File: config.mk
export PLATFORM = sky130hd
export DESIGN_NAME = asm_mem_resp
export DESIGN_NICKNAME = d
export VERILOG_FILES = /design/src/rtl/asm_mem_pkg.sv /design/src/rtl/asm_mem_resp.sv
export SDC_FILE = /design/constraint.sdc
export NUM_CORES = 1
export LEC_CHECK = 0
export ABC_AREA = 1
export BUFFER_PORTS_ARGS = -buffer_cell sky130_fd_sc_hd__buf_2
export CORE_AREA = 3 3 221 223
export CTS_CLUSTER_DIAMETER = 100
export DETAILED_ROUTE_END_ITERATION = 10
export DIE_AREA = 0 0 224 226
export GPL_TIMING_DRIVEN = 0
export HOLD_SLACK_MARGIN = 0.02
export PLACE_DENSITY_LB_ADDON = 0.3
export SETUP_SLACK_MARGIN = 0.4
export SYNTH_ARGS = -nofsm -noshare
export SYNTH_HDL_FRONTEND = slang
export SYNTH_SLANG_ARGS = --single-unit
File: constraint.sdc
create_clock -name clk_i -period 4.2 [get_ports clk_i]
set_input_delay 0.21 -clock clk_i [delete_from_list [all_inputs] [get_ports clk_i]]
set_output_delay 0.21 -clock clk_i [all_outputs]
set_load 0.03 [all_outputs]
File: src/rtl/asm_mem_pkg.sv
// Definitions shared by the accelerator memory-port responder and arbiter.
package asm_mem_pkg;

    localparam int LAT_CNT_W  = 4;
    // Widest byte-enable vector any port instance may use.
    localparam int BSEL_MAX_W = 64;

    typedef enum logic [1:0] {
        IDLE    = 2'd0,
        RD_WAIT = 2'd1,
        RD_DONE = 2'd2
    } state_e;

    function automatic logic is_read(input logic [BSEL_MAX_W-1:0] wben);
        return (wben == '0);
    endfunction

endpackage

File: src/rtl/asm_mem_resp.sv
// Responder for the stall-based memory port: turns fixed SRAM read latency
// into stall cycles, serves writes in one cycle and holds the last read word.
module asm_mem_resp
    import asm_mem_pkg::*;
#(
    parameter int MEM_DATAWIDTH = 128,
    parameter int MEM_ADDRWIDTH = 14,
    parameter int MEM_BSELWIDTH = MEM_DATAWIDTH / 8,
    parameter int RD_LATENCY    = 2
) (
    input  logic                     clk_i,
    input  logic                     reset_i,
    input  logic                     mem_en_i,
    input  logic [MEM_BSELWIDTH-1:0] mem_wben_i,
    input  logic [MEM_ADDRWIDTH-1:0] mem_addr_i,
    input  logic [MEM_DATAWIDTH-1:0] mem_wdata_i,
    output logic [MEM_DATAWIDTH-1:0] mem_rdata_o,
    output logic                     mem_stall_o,
    input  logic                     hold_i,
    output logic                     sram_en_o,
    output logic [MEM_BSELWIDTH-1:0] sram_wben_o,
    output logic [MEM_ADDRWIDTH-1:0] sram_addr_o,
    output logic [MEM_DATAWIDTH-1:0] sram_wdata_o,
    input  logic [MEM_DATAWIDTH-1:0] sram_rdata_i
);

    if (RD_LATENCY < 1 || RD_LATENCY > 8) begin : g_bad_latency
        $error("asm_mem_resp: RD_LATENCY must be within 1..8");
    end
    if (MEM_BSELWIDTH > BSEL_MAX_W) begin : g_bad_bsel
        $error("asm_mem_resp: MEM_BSELWIDTH exceeds BSEL_MAX_W");
    end

    state_e                   state_q, state_d;
    logic [LAT_CNT_W-1:0]     lat_cnt_q, lat_cnt_d;
    logic [MEM_DATAWIDTH-1:0] rdata_q, rdata_d;

    always_ff @(posedge clk_i or posedge reset_i) begin
        if (reset_i) begin
            state_q   <= IDLE;
            lat_cnt_q <= '0;
            rdata_q   <= '0;
        end else begin
            state_q   <= state_d;
            lat_cnt_q <= lat_cnt_d;
            rdata_q   <= rdata_d;
        end
    end

    always_comb begin
        state_d     = state_q;
        lat_cnt_d   = lat_cnt_q;
        rdata_d     = rdata_q;
        sram_en_o   = 1'b0;
        mem_stall_o = 1'b0;
        unique case (state_q)
            IDLE: begin
                if (hold_i) begin
                    mem_stall_o = mem_en_i;
                end else if (mem_en_i) begin
                    sram_en_o = 1'b1;
                    if (is_read(BSEL_MAX_W'(mem_wben_i))) begin
                        mem_stall_o = 1'b1;
                        lat_cnt_d   = LAT_CNT_W'(RD_LATENCY - 1);
                        state_d     = RD_WAIT;
                    end
                end
            end
            RD_WAIT: begin
                mem_stall_o = 1'b1;
                if (lat_cnt_q == '0) begin
                    rdata_d = sram_rdata_i;
                    state_d = RD_DONE;
                end else begin
                    lat_cnt_d = lat_cnt_q - 1'b1;
                end
            end
            RD_DONE: begin
                state_d = IDLE;
            end
            default: begin
                state_d = IDLE;
            end
        endcase
    end

    // Address/data/enables are don't-care while sram_en_o=0, so pass them straight through.
    assign sram_wben_o  = mem_wben_i;
    assign sram_addr_o  = mem_addr_i;
    assign sram_wdata_o = mem_wdata_i;
    assign mem_rdata_o  = rdata_q;

    a_en_held_mid_read : assert property (
        @(posedge clk_i) disable iff (reset_i) (state_q != IDLE) |-> mem_en_i
    ) else $error("asm_mem_resp: mem_en_i dropped while a read was in flight");

endmodule

==> impl_metrics.json <==
{
  "status": "finished clean",
  "cp_max_fo": 10,
  "cts.sinks": 134,
  "ys_warn_count": 0,
  "initial_utilization": 0.139,
  "die_x_um": 224,
  "drive_gt1_frac": 0.482,
  "synthTopCellsByArea": "dfrtp_1, nand2_1, buf_4, buf_6, nor2_1",
  "critical-path-top-delay-family": "buffers and inverters",
  "tightest_slew_ps": 657,
  "clock_tree.root_cell": "clkbuf_16",
  "cts_max_level": 4,
  "syn_nets": 1054,
  "io_buffers": 435,
  "hp-class": "input pin to flip-flop",
  "vias_per_cell": 3.39,
  "hold_viol": 0,
  "netlist_instances": 762,
  "antenna_found_initial": 1,
  "drtAntennaViolNets": 0,
  "yosysUniqueCellTypes": 18,
  "path_cells": "inv_1 > ha_1 > nand2_1 > nor2_4 > buf_4 > buf_4 > nand2_1 > nand2_1",
  "critPathKind": "flip-flop to flip-flop",
  "grt_max_degree": 72,
  "die-height_um": 226,
  "synth_area_um2": 6500,
  "syn_area_per_cell_um2": 8.53,
  "p_switching_mw": 1.12,
  "drc": 0,
  "clock_skew_ps": 6.25,
  "clk_latency_ps": 460,
  "grt_pass1_vias": 6684,
  "dieArea_um2": 50600,
  "area_growth_syn_to_layout_pct": 75.6,
  "fp-row-count": 79,
  "start_kind": "flip-flop",
  "cp_common_cell": "nand2_1",
  "clock_path_buffers": 2,
  "power.total_mw": 3.90,
  "power.density_nw_per_um2": 342,
  "antennaDiodeCount": 0,
  "end_kind": "flip-flop",
  "cts_buffers": 17,
  "coreArea_um2": 46800,
  "clk_pin_slew_worst_paths_ps": 60,
  "ys_seq_area_frac": 0.516,
  "dpl.hpwl_mm": 19.8,
  "wire_per_inst_um": 13.1,
  "grt_overflow": 0,
  "critPathRequiredTime_ps": 4590,
  "setup_viol": 0,
  "drv_slew": 0,
  "fin_crit_ps": 1770,
  "cts_tree": "built",
  "crit_arrival_ps": 2160,
  "p_sw_frac": 0.287,
  "fmax_mhz": 567,
  "fin_nets": 1637,
  "peakVddDrop_v": 0.000239,
  "drt_iter0_drc": 218,
  "via_count": 6661,
  "slowest_stage": "dfrtp_1",
  "hold_buffers": 128,
  "ys_seq_elements": 134,
  "async_flop_share": 1.00,
  "fin_crit_sh": 0.420,
  "post-cts-setup-buffers": 0,
  "seq_power_share": 0.356,
  "fin_setup_tns_ps": 0,
  "grt_usage": 0.0985,
  "firstDrtPassIters": 4,
  "cap_violations": 0,
  "ys.flop_type": "dfrtp_1",
  "path_buf_inv": 3,
  "yosys.area.top_type_share": 0.516,
  "cellLeakagePower_nw": 6.28,
  "critPathMaxStageDelay_ps": 410,
  "synth-edff-count": 0,
  "synth.most_common_cell": "nand2_1",
  "intPower_mw": 2.78,
  "rsz0062_at_grt": "no",
  "ctsResizeCount": 0,
  "comb_power_share": 0.209,
  "io_pins": 578,
  "pwr-share-clk": 0.436,
  "routed_wirelength_mm": 25.7,
  "yosys.area.top_type": "dfrtp_1",
  "synth_common_cells": "nand2_1, buf_4, dfrtp_1, nor2_1, buf_6",
  "slew_headroom": 0.562,
  "grt_pass1_wl_mm": 37.3,
  "routabilityCongestion": 0.744
}
[cell type report]
class	instances	area (um^2)
plain buffers	186	1440
well taps	607	759
inverters	9	38.8
clock inverters	11	198
repair buffers	564	3490
flip-flops and latches	134	3350
clock buffers	21	460
multi-input cells	433	1670
fillers	5140	35300
[cells by family after synthesis]
logic type      Yosys count  synth area share
fa+ha+maj                 2           0.00385
compound gates            3           0.00250
xor+xnor                  1           0.00135
buf+inv                 195             0.226
simple gates            427             0.250
flops                   134             0.516
[power by group through the flow]
stage	sequential, mW	clock [mW]	combinational [mW]
3_5_place_dp	1.41	0	0.731
4_1_cts	1.39	1.79	0.827
2_1_floorplan	1.54	0	0.350
5_1_grt	1.39	1.82	0.873
6_report	1.39	1.70	0.814
3_3_place_gp	1.41	0	0.725
[worst paths after layout]
| path | startpoint | end | slack [ps] | depth (start not counted) |
|---|---|---|---|---|
| max | lat_cnt_q[0] | mem_rdata_o[2] | 2430 | 8 |
| min | sram_rdata_i[3] | mem_rdata_o[3] | 50 | 3 |
| max reg2reg | lat_cnt_q[0] | mem_rdata_o[2] | 2430 | 8 |
| min reg2reg | mem_rdata_o[0] | mem_rdata_o[0] | 460 | 2 |
| max in group asynchronous | reset_i | mem_rdata_o[65] | 3020 | 4 |
| min in group asynchronous | reset_i | mem_rdata_o[90] | 370 | 3 |
[registers in the layout (all words and copies together), names as in the netlist]
name         count
mem_rdata_o    128
lat_cnt_q        4
state_q          2
[per-layer routing]
layer / part of all wire / up-vias / track usage
li1: - / 3299 / -
met1: 0.38 / 3048 / 0.107
met2: 0.52 / 286 / 0.173
met3: 0.077 / 28 / 0.0359
met4: 0.019 / 0 / 0.0415
met5: 0 / - / 0
[metrics by stage]
stage | util | area [um^2] | worst slack [ps] | hold WS (ps) | instances
final | 0.244 | 11400 | 2430 | 48.1 | 1965
after global placement | 0.202 | 9430 | -1800 | 412 | 1804
after detailed placement | 0.202 | 9470 | 2280 | 344 | 1805
after CTS | 0.244 | 11400 | 2260 | 20.5 | 1965
after floorplan | - | 6500 | 407 | 327 | 762
after global routing | 0.244 | 11400 | 2190 | 42.4 | 1965
[cell usage in the layout (no fill, tap or decap), types with 5 or more instances in the layout]
cell type	n
nand3_1	5
buf_2	437
dfrtp_1	134
buf_4	172
dlygate4sd3_1	128
nor2_1	15
buf_6	12
bufinv_16	5
clkbuf_16	17
inv_1	7
nand2_1	403
[tightest hold or removal path: cells and delay by family]
| kind | cells | cell delay (ps) |
|---|---|---|
| buffers and inverters | 1 | 130 |
| and+or+nand+nor | 2 | 130 |
No activity file was read; power rests on OpenSTA's default activity.
